[src/rtl/alpha68k_lb_pkg.sv]
// rtl/alpha68k_lb_pkg.sv - Shared line buffer readout types, defaults and pixel field widths
package alpha68k_lb_pkg;

    localparam int LB_ACTIVE_PAIRS_DEF = 128;
    localparam int LB_DEPTH_DEF        = 256;
    localparam int ADDR_W              = 8;
    localparam int PAL_W               = 8;
    localparam int COLOR_W             = 4;
    localparam int PIX_W               = PAL_W + COLOR_W;

    typedef enum logic [1:0] {
        ST_ACTIVE_WAIT = 2'd0,
        ST_ACTIVE      = 2'd1,
        ST_SWEEP       = 2'd2,
        ST_IDLE        = 2'd3
    } lb_state_e;

endpackage

[src/rtl/lb_clear_sweep.sv]
// rtl/lb_clear_sweep.sv - Read-bank pair address counter and blank-time clear sweep
module lb_clear_sweep
    import alpha68k_lb_pkg::*;
#(
    parameter int LB_DEPTH = LB_DEPTH_DEF
) (
    input  logic              clk,
    input  logic              i_resetn,
    input  logic              i_line_start,
    input  logic              i_start,
    input  logic              i_adv,
    output logic [ADDR_W-1:0] o_addr,
    output logic              o_busy,
    output logic              o_last,
    output logic              o_err
);
    localparam logic [ADDR_W-1:0] LAST_ADDR = ADDR_W'(LB_DEPTH - 1);

    logic [ADDR_W-1:0] r_addr;
    logic              r_busy;
    logic              r_err;
    logic              w_last;

    assign w_last = r_busy && (r_addr == LAST_ADDR);

    // A new line wins over everything; cutting a running sweep short is flagged.
    always_ff @(posedge clk) begin
        if (!i_resetn) begin
            r_addr <= '0;
            r_busy <= 1'b0;
            r_err  <= 1'b0;
        end else begin
            r_err <= 1'b0;
            if (i_line_start) begin
                r_addr <= '0;
                r_busy <= 1'b0;
                r_err  <= r_busy;
            end else if (r_busy) begin
                if (w_last) begin
                    r_busy <= 1'b0;
                    r_addr <= '0;
                end else begin
                    r_addr <= r_addr + 1'b1;
                end
            end else if (i_start) begin
                r_busy <= 1'b1;
            end else if (i_adv) begin
                r_addr <= r_addr + 1'b1;
            end
        end
    end

    assign o_addr = r_addr;
    assign o_busy = r_busy;
    assign o_last = w_last;
    assign o_err  = r_err;

endmodule

[src/rtl/lb_readout.sv]
// rtl/lb_readout.sv - Line buffer readout: pixel pair fetch, bank swap and clear-behind
module lb_readout
    import alpha68k_lb_pkg::*;
#(
    parameter int ACTIVE_PAIRS = LB_ACTIVE_PAIRS_DEF,
    parameter int LB_DEPTH     = LB_DEPTH_DEF
) (
    input  logic        clk,
    input  logic        nRESET,
    input  logic        CE_PIX,
    input  logic        HBLANK,
    input  logic        LINE_START,
    input  logic [11:0] E_A_DOUT,
    input  logic [11:0] E_B_DOUT,
    input  logic [11:0] O_A_DOUT,
    input  logic [11:0] O_B_DOUT,
    output logic [7:0]  LB_ADDR,
    output logic        BANK,
    output logic        nRC_E_A,
    output logic        nRC_E_B,
    output logic        nRC_O_A,
    output logic        nRC_O_B,
    output logic        nW_CLR_E_A,
    output logic        nW_CLR_E_B,
    output logic        nW_CLR_O_A,
    output logic        nW_CLR_O_B,
    output logic [11:0] PIX,
    output logic        PIX_OPAQUE,
    output logic        LB_ERR
);
    localparam logic [ADDR_W:0] END_ADDR = (ADDR_W + 1)'(ACTIVE_PAIRS);
    localparam logic            PH_EVEN  = 1'b0;
    localparam logic            PH_ODD   = 1'b1;

    lb_state_e         r_state;
    logic              r_bank;
    logic              r_phase;
    logic              r_clr_pend;
    logic [PIX_W-1:0]  r_pix;
    logic [PIX_W-1:0]  r_odd_hold;

    logic [ADDR_W-1:0] w_addr;
    logic              w_sweep_busy;
    logic              w_sweep_last;
    logic              w_err;
    logic [PIX_W-1:0]  w_even;
    logic [PIX_W-1:0]  w_odd;
    logic              w_pix_ce;
    logic              w_active_end;
    logic              w_consume;
    logic              w_adv;
    logic              w_clr;

    assign w_even       = r_bank ? E_B_DOUT : E_A_DOUT;
    assign w_odd        = r_bank ? O_B_DOUT : O_A_DOUT;
    assign w_pix_ce     = CE_PIX && !HBLANK;
    assign w_active_end = (r_state == ST_ACTIVE) && (HBLANK || ({1'b0, w_addr} == END_ADDR));
    assign w_consume    = w_pix_ce && !LINE_START && !w_active_end &&
                          ((r_state == ST_ACTIVE_WAIT) || (r_state == ST_ACTIVE));
    assign w_adv        = w_consume && (r_phase == PH_ODD);

    lb_clear_sweep #(
        .LB_DEPTH (LB_DEPTH)
    ) u_sweep (
        .clk          (clk),
        .i_resetn     (nRESET),
        .i_line_start (LINE_START),
        .i_start      (w_active_end && !LINE_START),
        .i_adv        (w_adv),
        .o_addr       (w_addr),
        .o_busy       (w_sweep_busy),
        .o_last       (w_sweep_last),
        .o_err        (w_err)
    );

    always_ff @(posedge clk) begin
        if (!nRESET) begin
            r_state    <= ST_IDLE;
            r_bank     <= 1'b0;
            r_phase    <= PH_EVEN;
            r_clr_pend <= 1'b0;
            r_pix      <= '0;
            r_odd_hold <= '0;
        end else begin
            r_clr_pend <= 1'b0;
            if (LINE_START) begin
                r_bank  <= ~r_bank;
                r_phase <= PH_EVEN;
                r_state <= ST_ACTIVE_WAIT;
            end else begin
                case (r_state)
                    ST_ACTIVE_WAIT, ST_ACTIVE: begin
                        if (w_active_end) begin
                            r_pix   <= '0;
                            r_state <= ST_SWEEP;
                        end else if (w_consume) begin
                            r_state <= ST_ACTIVE;
                            // The even fetch empties the pair, so clear it right behind the read.
                            if (r_phase == PH_EVEN) begin
                                r_pix      <= w_even;
                                r_odd_hold <= w_odd;
                                r_phase    <= PH_ODD;
                                r_clr_pend <= 1'b1;
                            end else begin
                                r_pix   <= r_odd_hold;
                                r_phase <= PH_EVEN;
                            end
                        end
                    end
                    ST_SWEEP: begin
                        if (w_sweep_last) begin
                            r_state <= ST_IDLE;
                        end
                    end
                    default: begin
                    end
                endcase
            end
        end
    end

    assign w_clr = r_clr_pend || w_sweep_busy;

    assign LB_ADDR    = w_addr;
    assign BANK       = r_bank;
    assign nRC_E_A    = ~r_bank;
    assign nRC_O_A    = ~r_bank;
    assign nRC_E_B    = r_bank;
    assign nRC_O_B    = r_bank;
    assign nW_CLR_E_A = ~(w_clr && !r_bank);
    assign nW_CLR_O_A = ~(w_clr && !r_bank);
    assign nW_CLR_E_B = ~(w_clr && r_bank);
    assign nW_CLR_O_B = ~(w_clr && r_bank);
    assign PIX        = HBLANK ? '0 : r_pix;
    assign PIX_OPAQUE = (PIX[COLOR_W-1:0] != '0);
    assign LB_ERR     = w_err;

endmodule

[config.mk]
export PLATFORM = sky130hd
export DESIGN_NAME = lb_readout
export DESIGN_NICKNAME = d
export VERILOG_FILES = /design/src/rtl/alpha68k_lb_pkg.sv /design/src/rtl/lb_clear_sweep.sv /design/src/rtl/lb_readout.sv
export SDC_FILE = /design/constraint.sdc
export NUM_CORES = 1
export LEC_CHECK = 0
export BUFFER_PORTS_ARGS = -buffer_cell sky130_fd_sc_hd__buf_2
export CORE_MARGIN = 5
export CORE_UTILIZATION = 45
export CTS_CLUSTER_DIAMETER = 80
export DETAILED_ROUTE_END_ITERATION = 8
export GPL_TIMING_DRIVEN = 0
export PLACE_DENSITY = 0.81
export SYNTH_ARGS = -nofsm -noshare
export SYNTH_HDL_FRONTEND = slang
export SYNTH_SLANG_ARGS = --single-unit
[constraint.sdc]
create_clock -name clk -period 2.8 [get_ports clk]
set_input_delay 0.14 -clock clk [delete_from_list [all_inputs] [get_ports clk]]
set_output_delay 0.14 -clock clk [all_outputs]
set_load 0.01 [all_outputs]
Word level (Yosys, flattened, before mapping)
Cells that the tools add are included.
{"block": "totals", "ff_bits": 39, "inputBits": 53, "out_inout_bits": 31, "elab_cells": 76}
{"block": "classes", "n_addsub": 1, "n_eq_ne": 7, "muxes": 19, "bitwise": 9, "n_reduce_logical": 31}
{"op": "12-bit two-way mux", "n": 6}
{"op": "8-bit two-way mux", "n": 4}
{"op": "8-bit equality test (second input constant)", "n": 2}
{"op": "1-bit logical AND", "n": 10}
{"op": "1-bit inverter", "n": 9}
{"op": "3-bit AND reduction", "n": 3}
{"op": "8-bit by 1-bit adder with 8-bit output (second input constant)", "n": 1}
{"op": "2-bit two-way mux", "n": 4}
{"op": "5-bit AND reduction", "n": 1}
{"op": "5-bit OR reduction", "n": 1}
{"op": "1-bit zero test", "n": 4}
{"op": "1-bit two-way mux", "n": 4}
{"op": "4-bit inequality test (second input constant)", "n": 1}
{"op": "2-bit case mux with 2 select lines", "n": 1}
{"op": "2-bit AND reduction", "n": 2}
{"op": "2-bit nonzero test", "n": 2}
{"op": "4-bit nonzero test", "n": 1}
{"op": "2-bit OR reduction", "n": 2}
{"op": "1-bit logical OR", "n": 3}
{"op": "3-bit by 2-bit inequality test with 1-bit output (second input constant)", "n": 1}
{"op": "3-bit nonzero test", "n": 1}
{"op": "2-bit by 1-bit equality test with 1-bit output (second input constant)", "n": 1}
{"op": "2-bit equality test (second input constant)", "n": 1}
{"op": "2-bit zero test", "n": 1}
{"op": "2-bit inequality test (second input constant)", "n": 1}

Logic depth before layout (Yosys ltp)
Gate-level depths: netlist of the first run.
{"block": "logic_depth", "ltp_word": 10, "ltp_mapped": 8, "ltp_nobuf": 6}

Hierarchy
Synthesis of the first run repeated with hierarchy kept, for this count alone.
{"block": "unflattened", "cells_unflattened": 252, "hier_area_um2": 2290.9}
{"module": "lb_readout", "instances": 1, "cells_per_inst": 202, "area_each_um2": 1831.8, "seq_area_each_um2": 580.6}
{"module": "lb_clear_sweep", "instances": 1, "cells_per_inst": 50, "area_each_um2": 459.2, "seq_area_each_um2": 200.2}

Worst setup path after synthesis of the first run
OpenSTA, ideal clock, no wires.
{"block": "synth_path", "path_kind": "register -> register", "startpoint": "register u_sweep.r_addr[0], in the netlist u_sweep.o_addr[0]", "endpoint": "register r_odd_hold[11]", "setup_ns": 0.072, "t_arrival_ns": 1.798, "required_time_ns": 2.728, "slack_ns": 0.930, "stages_incl_launch_ff": 9, "n_path_buf": 2, "synth_period_minus_slack_ns": 1.870, "path_cell_list": "dfxtp_1 > inv_1 > ha_1 > or4b_4 > nor3_4 > or3_1 > buf_4 > buf_6 > mux2i_1"}
{"block": "synth_between", "elab_chain_len": 7, "elab_cells_between_ends": 8, "cone_classes": "eq/ne: 1; bitwise: 1; reduce/logical: 6"}
{"item": "start, declared", "line": "lb_clear_sweep.sv:19", "source": "logic [ADDR_W-1:0] r_addr;"}
{"item": "start signal, assigned", "line": "lb_clear_sweep.sv:43", "source": "r_addr <= r_addr + 1'b1;"}
{"item": "start signal, assigned", "line": "lb_clear_sweep.sv:48", "source": "r_addr <= r_addr + 1'b1;"}
{"item": "8-bit equality test *", "line": "lb_readout.sv:57", "source": "assign w_active_end = (r_state == ST_ACTIVE) && (HBLANK || ({1'b0, w_addr} == END_ADDR));"}
{"item": "1-bit logical OR *", "line": "lb_readout.sv:57"}
{"item": "1-bit logical AND *", "line": "lb_readout.sv:57"}
{"item": "1-bit zero test", "line": "lb_readout.sv:58", "source": "assign w_consume = w_pix_ce && !LINE_START && !w_active_end &&"}
{"item": "1-bit logical AND (2 in series)", "line": "lb_readout.sv:58"}
{"item": "5-bit AND reduction (no line) *"}
{"item": "end signal, assigned", "line": "lb_readout.sv:101", "source": "r_odd_hold <= w_odd;"}
{"item": "end, declared", "line": "lb_readout.sv:40", "source": "logic [PIX_W-1:0] r_odd_hold;"}
Mark *: on every way between the ends. The rest lies on a longest branch, timed or not.
A chain may end at the register's enable or synchronous reset.

Worst setup path after layout of the first run
{"block": "layout_path", "startpoint": "register r_bank, in the netlist BANK", "endpoint": "output nW_CLR_O_A"}
{"block": "layout_between", "elab_chain_len": 3}
{"item": "start, declared", "line": "lb_readout.sv:36", "source": "logic r_bank;"}
{"item": "start signal, assigned", "line": "lb_readout.sv:87", "source": "r_bank <= ~r_bank;"}
{"item": "1-bit zero test", "line": "lb_readout.sv:131", "source": "assign nW_CLR_O_A = ~(w_clr && !r_bank);"}
{"item": "1-bit logical AND", "line": "lb_readout.sv:131"}
{"item": "1-bit inverter", "line": "lb_readout.sv:131"}
{"item": "end, declared", "line": "lb_readout.sv:25", "source": "output logic nW_CLR_O_A,"}
Every way passes these cells.

==> results of run 1 <==
-- power groups by stage --
stage | Combinational, mW | Clock (mW) | Sequential [mW]
after floorplan | 0.119 | 0 | 0.585
after CTS | 0.194 | 0.371 | 0.573
after detailed placement | 0.194 | 0 | 0.586
final | 0.192 | 0.365 | 0.574
after global placement | 0.189 | 0 | 0.586
after global routing | 0.212 | 0.392 | 0.575
-- layer usage --
metal / GRT usage (%) / vias to the layer above
li1: - / 1076
met1: 23.79 / 1003
met2: 30.88 / 95
met3: 4.821 / 10
met4: 6.081 / 0
met5: 0 / -
-- how the worst max path moves through the flow --
stage	startpoint	endpoint
finish	BANK	nW_CLR_O_A
global route	BANK	nW_CLR_O_A
CTS	BANK	nW_CLR_O_A
detailed placement	u_sweep.o_addr[0]	r_odd_hold[11]
global placement	u_sweep.o_addr[0]	r_pix[9]
floorplan	u_sweep.o_addr[0]	r_odd_hold[11]
-- sequential cells by signal (all words and copies together), names as in the netlist --
signal / count
r_state: 2
r_pix: 12
u_sweep.o_addr: 8
r_clr_pend: 1
r_phase: 1
BANK: 1
u_sweep.o_err: 1
r_odd_hold: 12
u_sweep.o_busy: 1
-- synthesized netlist by cell type, types with 7 or more instances --
library cell                number  area share (%)
sky130_fd_sc_hd__dfxtp_1        39              35
sky130_fd_sc_hd__o2bb2ai_1      12             4.8
sky130_fd_sc_hd__nor2_1         20             3.4
sky130_fd_sc_hd__o21ai_0         7             1.6
sky130_fd_sc_hd__a21oi_1        17             3.9
sky130_fd_sc_hd__clkbuf_1       11             1.9
sky130_fd_sc_hd__mux2i_1        27              12
sky130_fd_sc_hd__nand2_1         8             1.4
sky130_fd_sc_hd__nor2b_1        12             3.4
sky130_fd_sc_hd__o31ai_1        11             3.7
sky130_fd_sc_hd__o311ai_0       11             4.4
-- through the flow --
step                      instance area (sq um)  util (%)
after detailed placement                   2704     56.87
final                                      2785     58.58
after global routing                       2785     58.58
after floorplan                            2210         -
after global placement                     2704     56.87
after CTS                                  2785     58.58
-- area by class of cell --
class,instances,area [sq um]
plain buffers,24,127.6
clock buffers,7,76.32
clock inverters,1,5.005
fillers,450,1969
inverters,6,22.52
multi-input cells,172,1279
flip-flops and latches,39,780.7
well taps,67,83.83
repair buffers,82,410.4
-- logic make-up after synthesis --
logic type	after synthesis	share of synthesized area, %
xor gates and xnor gates	1	0.3964
AOI/OAI and AO/OA	73	25.71
DFF	39	35.33
buffers and inverters	30	6.795
adders and majority gates	2	1.132
muxes	28	12.74
and+or+nand+nor	68	17.89
-- worst reg2reg max path, delay by kind of cell (launching register included) --
| kind | cells | cell delay [ps] |
|---|---|---|
| adders and majority gates | 1 | 130 |
| buffers and inverters | 3 | 350 |
| DFF | 1 | 370 |
| muxes | 1 | 170 |
| and+or+nand+nor | 3 | 930 |
==> impl_summary.txt, run 1 <==
----------------------------------------------------
[Clocking]
  Cell at the root of the clock tree ... sky130_fd_sc_hd__clkbuf_8
  TritonCTS sink count ... 39
  Count of instances resized after the clock tree is built ... 0
  Total clock buffers created by CTS ... 5
  Clock insertion delay at the later pin of the skew report ... 290 ps
  Post-CTS setup buffers ... 0
  Clock Tree Buf Depth ... 2
  CTS tree ... done
  Depth of the CTS H-tree ... 2
  Number of hold buffers added after cts ... 0
  Post-CTS clock slew at the launch and capture registers of the worst setup and hold paths ... 70 ps

[Logic synthesis]
  Sequential-to-total area share from yosys stat ... 35.33%
  Main flop type after synthesis ... sky130_fd_sc_hd__dfxtp_1
  Post-synth ARST share ... 0%
  Number of enable flip-flop cells after synthesis ... 0
  Post-Syn Nets ... 296
  Gate Count Post-Synth ... 241
  Flip-flop and latch count after synthesis ... 39
  Warnings from Yosys ... 0
  Distinct cells, synth ... 47
  Cell Area, Synth ... 2210 sq um
  Syn Area/Cell ... 9.169 sq um

[Critical path]
  Most common cell type on the critical path ... sky130_fd_sc_hd__buf_2
  Critical path's slowest cell ... sky130_fd_sc_hd__clkbuf_1
  Reg2Reg Depth ... 8
  Setup Crit Path Kind ... reg -> out
  Largest stage delay on the critical path ... 500 ps
  Buffers plus inverters on the worst setup path ... 5
  Startpoint class of the critical path ... flop
  Critical-path maximum fanout ... 10
  List of cells traversed by the critical path ... clkbuf_1, buf_2, inv_1, o21ai_0, buf_4, buf_2
  Worst Path Required ... 2660 ps
  Delay-heaviest family, CP ... buffers and inverters
  Worst R2R End ... r_odd_hold[11]
  Kind of end point of the critical path ... output port
  Critical register-to-register path startpoint ... u_sweep.o_addr[0]
  Register-to-register path setup slack ... 800 ps
  Arr. time, crit path ... 2030 ps
  Logic depth of the worst setup path including buffers ... 6

[Timing]
  Max Clock Freq ... 460.3 MHz
  Final setup fails ... 0
  Worst hold-check slack ... 186.8 ps
  Final Slew Violations ... 0
  Hold Fails Final Rpt ... 0
  Final min period ... 2173 ps
  Worst-margin pin slew ... 616.3 ps
  RSZ-0062 raised after global routing ... no
  Worst-case headroom to the max-slew limit ... 58.91%
  Setup_tns ... 0 ps
  Fin Clk Skew ... 3.706 ps
  Final clock period utilization by the worst path ... 77.59%
  Setup ws final ... 627.5 ps

[Cells and area]
  Signed area change from the synthesized netlist to the final layout ... 26.05%
  Commonest non-fill, non-tap cell in the layout ... sky130_fd_sc_hd__buf_2
  Number of antenna repair diodes ... 0
  Most used cells in the layout excluding fill and tap cells ... 88 x sky130_fd_sc_hd__buf_2, 39 x sky130_fd_sc_hd__dfxtp_1, 27 x sky130_fd_sc_hd__mux2i_1, 20 x sky130_fd_sc_hd__nor2_1, 17 x sky130_fd_sc_hd__a21oi_1
  Layout cells sized above 1 ... 35.05%
  Final #Nets ... 385
  Non-filler instance count after layout ... 398

[Power]
  Switching power ... 299.5 uW
  Total power divided by cell area ... 406.0 nW/um^2
  IR Drop Worst-Case VDD ... 229.3 uV
  Sequential fraction of design power ... 50.7%
  Fraction of power spent switching nets ... 26.49%
  Portion of total power attributed to the clock network ... 32.3%
  Leak Pwr ... 1.203 nW
  Total power draw ... 1.131 mW
  Power share of the combinational group ... 17.0%
  Internal power of the cells ... 831.4 uW

[Global route]
  Via count of the first global-routing pass ... 1,989
  First-pass GRT wire length ... 9.522 mm
  Number of antenna violations at the first check in global routing ... 0
  Total track usage ... 18.74%
  Sum of overflow across all layers after global routing ... 0
  Largest net degree at the start of global routing ... 12

[Placed design]
  Routability congestion estimate ... 0.9011
  Setup WS pre-CTS ... 818.4 ps
  Number of buffers added on ports ... 82
  Total half-perimeter wirelength after legalization and detailed placement ... 4.592 mm
  # placed instances ... 390

[Route]
  Detailed Route WL ... 5.992 mm
  Number of vias per cell ... 5.487
  Met2 wire length ... 2.826 mm
  Antenna Violating Nets Remaining ... 0
  Initial drt markers ... 175
  1st-pass router iterations ... 4
  Routed length per instance ... 15.06 um
  Residual DRC ... 0
  Number of vias after detailed routing ... 2,184
  Highest routed layer ... met4
  Routed wl met3 ... 511 um
  Routed length on met1 ... 2.563 mm

[Floorplan]
  Height of the die ... 80.08 um
  Effective utilization at floorplan ... 46.47%
  DIE AREA ... 6412 sq um
  Cell Rows ... 25
  Floorplan core area ... 4755 sq um
  I/O pin total ... 84
  Chip width ... 80.08 um

[Worst hold path]
  Worst Hold Endpoint ... r_odd_hold[11]
  Hold Path Depth ... 3
  Startpoint of the lowest-slack hold path ... nRESET
  Kind of path behind the tightest hold check ... in -> reg

[Run status]
  Status ... finished, final reports clean

[Run]
  Max Cap Viol ... 0

----------------------------------------------------
(Power assumes the default switching activity.)
==> run 2, diff against run 1 <==
==> constraint.sdc (replaced) <==
create_clock -name clk -period 2.2 [get_ports clk]
set_input_delay 0.11 -clock clk [delete_from_list [all_inputs] [get_ports clk]]
set_output_delay 0.11 -clock clk [all_outputs]
set_load 0.01 [all_outputs]
==> run 2 against run 1 <==
Sequential power increased by 27%. Critical path depth up 2. Sequential share of layout area is essentially flat. Clock power rose by 27%. First-iteration DRC count fell by 2.3%. Power increased by 27%. Combinational power is 28% higher. Critical endpoint is now r_odd_hold[11].
==> impl_summary.txt, run 2 (synthesized netlist as in run 1, its figures left out) <==
----------------------------------------------------
[Run status]
  Status ... finished, final reports clean

[Global route]
  Largest net degree at the start of global routing ... 12
  Number of antenna violations at the first check in global routing ... 0
  Total track usage ... 18.74%
  First-pass GRT wire length ... 9.522 mm
  Via count of the first global-routing pass ... 1,989
  Sum of overflow across all layers after global routing ... 0

[Power]
  Leak Pwr ... 1.207 nW
  Total power draw ... 1.439 mW
  Total power divided by cell area ... 516.4 nW/um^2
  IR Drop Worst-Case VDD ... 291.0 uV

[Worst hold path]
  Kind of path behind the tightest hold check ... in -> reg

[Critical path]
  Setup Crit Path Kind ... reg -> reg
  Critical-path maximum fanout ... 10
  Startpoint class of the critical path ... flop
  Kind of end point of the critical path ... flop
  Worst Path Required ... 2420 ps
  Arr. time, crit path ... 2220 ps

[Route]
  Number of vias per cell ... 5.523
  Number of vias after detailed routing ... 2,198
  Antenna Violating Nets Remaining ... 0
  Detailed Route WL ... 5.987 mm
  Initial drt markers ... 171
  Residual DRC ... 0
  Routed length per instance ... 15.04 um
  1st-pass router iterations ... 4

[Timing]
  Worst-margin pin slew ... 554.5 ps
  Final setup fails ... 0
  Max Clock Freq ... 500.2 MHz
  Fin Clk Skew ... 4.008 ps
  Worst-case headroom to the max-slew limit ... 63.03%
  Final clock period utilization by the worst path ... 90.88%
  Hold Fails Final Rpt ... 0
  RSZ-0062 raised after global routing ... no
  Final min period ... 1999 ps
  Final Slew Violations ... 0
  Setup_tns ... 0 ps
  Setup ws final ... 200.7 ps

[Cells and area]
  Layout cells sized above 1 ... 35.35%
  Final #Nets ... 385
  Most used cells in the layout excluding fill and tap cells ... 88 x sky130_fd_sc_hd__buf_2, 39 x sky130_fd_sc_hd__dfxtp_1, 27 x sky130_fd_sc_hd__mux2i_1, 20 x sky130_fd_sc_hd__nor2_1, 17 x sky130_fd_sc_hd__a21oi_1
  Filler Cells Inserted ... 451
  Number of antenna repair diodes ... 0
  Commonest non-fill, non-tap cell in the layout ... sky130_fd_sc_hd__buf_2
  Signed area change from the synthesized netlist to the final layout ... 26.10%
  Final standard cell utilization of the core ... 58.61%

[Floorplan]
  Effective utilization at floorplan ... 46.47%
  I/O pin total ... 84
  Height of the die ... 80.08 um
  DIE AREA ... 6412 sq um
  Floorplan core area ... 4755 sq um
  Chip width ... 80.08 um
  Cell Rows ... 25

[Clocking]
  Depth of the CTS H-tree ... 2
  Total clock buffers created by CTS ... 5
  TritonCTS sink count ... 39
  Cell at the root of the clock tree ... sky130_fd_sc_hd__clkbuf_8
  Clock insertion delay at the later pin of the skew report ... 280 ps
  Count of instances resized after the clock tree is built ... 0
  Post-CTS setup buffers ... 0
  CTS tree ... done
  Number of hold buffers added after cts ... 0
  Post-CTS clock slew at the launch and capture registers of the worst setup and hold paths ... 70 ps
  Clock Tree Buf Depth ... 2

[Placed design]
  Number of buffers added on ports ... 82
  Total half-perimeter wirelength after legalization and detailed placement ... 4.592 mm
  Routability congestion estimate ... 0.9011
  Setup WS pre-CTS ... 218.4 ps

[Run]
  Max Cap Viol ... 0

----------------------------------------------------
## run 2: changes by cell type in the layout (fill, tap and decap cells not counted)
cell	previous run	this run
sky130_fd_sc_hd__clkbuf_1	13	12
sky130_fd_sc_hd__clkbuf_2	0	1
## run 2: where the power goes
group          internal, mW  switching (mW)
registers             0.719          0.0111
clock network         0.223           0.242
logic                 0.117           0.128
total                  1.06           0.380
## run 2: per-stage QoR
stage / hold slack (ps) / std cells / cell area, sq um
after global placement: 437.7 / 390 / 2704
after detailed placement: 440.5 / 390 / 2704
after floorplan: 258.9 / 241 / 2210
after global routing: 161.5 / 398 / 2786
final: 157.6 / 398 / 2786
after CTS: 151.1 / 398 / 2785
## run 2: critical path: stages, from the launching register on
cell and delay, ps:
sky130_fd_sc_hd__dfxtp_1 360, sky130_fd_sc_hd__inv_1 70, sky130_fd_sc_hd__ha_1 130, sky130_fd_sc_hd__or4b_4 520
sky130_fd_sc_hd__nor3_4 270, sky130_fd_sc_hd__or3_1 140, sky130_fd_sc_hd__buf_4 130, sky130_fd_sc_hd__buf_6 140
sky130_fd_sc_hd__mux2i_1 170
## run 2: path summary, 6_finish.rpt
check | startpoint | endpoint | slack (ps) | cells past startpoint
setup / recovery | u_sweep.o_addr[0] | r_odd_hold[11] | 200 | 8
setup reg to reg | u_sweep.o_addr[0] | r_odd_hold[11] | 200 | 8
hold reg to reg | r_pix[7] | r_pix[7] | 460 | 1
hold / removal | nRESET | r_odd_hold[11] | 160 | 3
## run 2: area by class of cell
class	count	area [sq um]	area share, %
Tap cell	67	83.83	3.009
Inverter	6	22.52	0.8083
Multi-Input combinational cell	172	1279	45.89
Clock inverter	1	5.005	0.1796
Buffer	24	128.9	4.625
Timing Repair Buffer	82	410.4	14.73
Sequential cell	39	780.7	28.02
Clock buffer	7	76.32	2.739
## run 2: routing by layer
metal	share of wire (%)	vias up	track usage, %
met3	8.8	10	4.821
met4	1.6	0	6.081
li1	-	1079	-
met2	47	94	30.88
met1	42	1015	23.79
met5	0	-	0
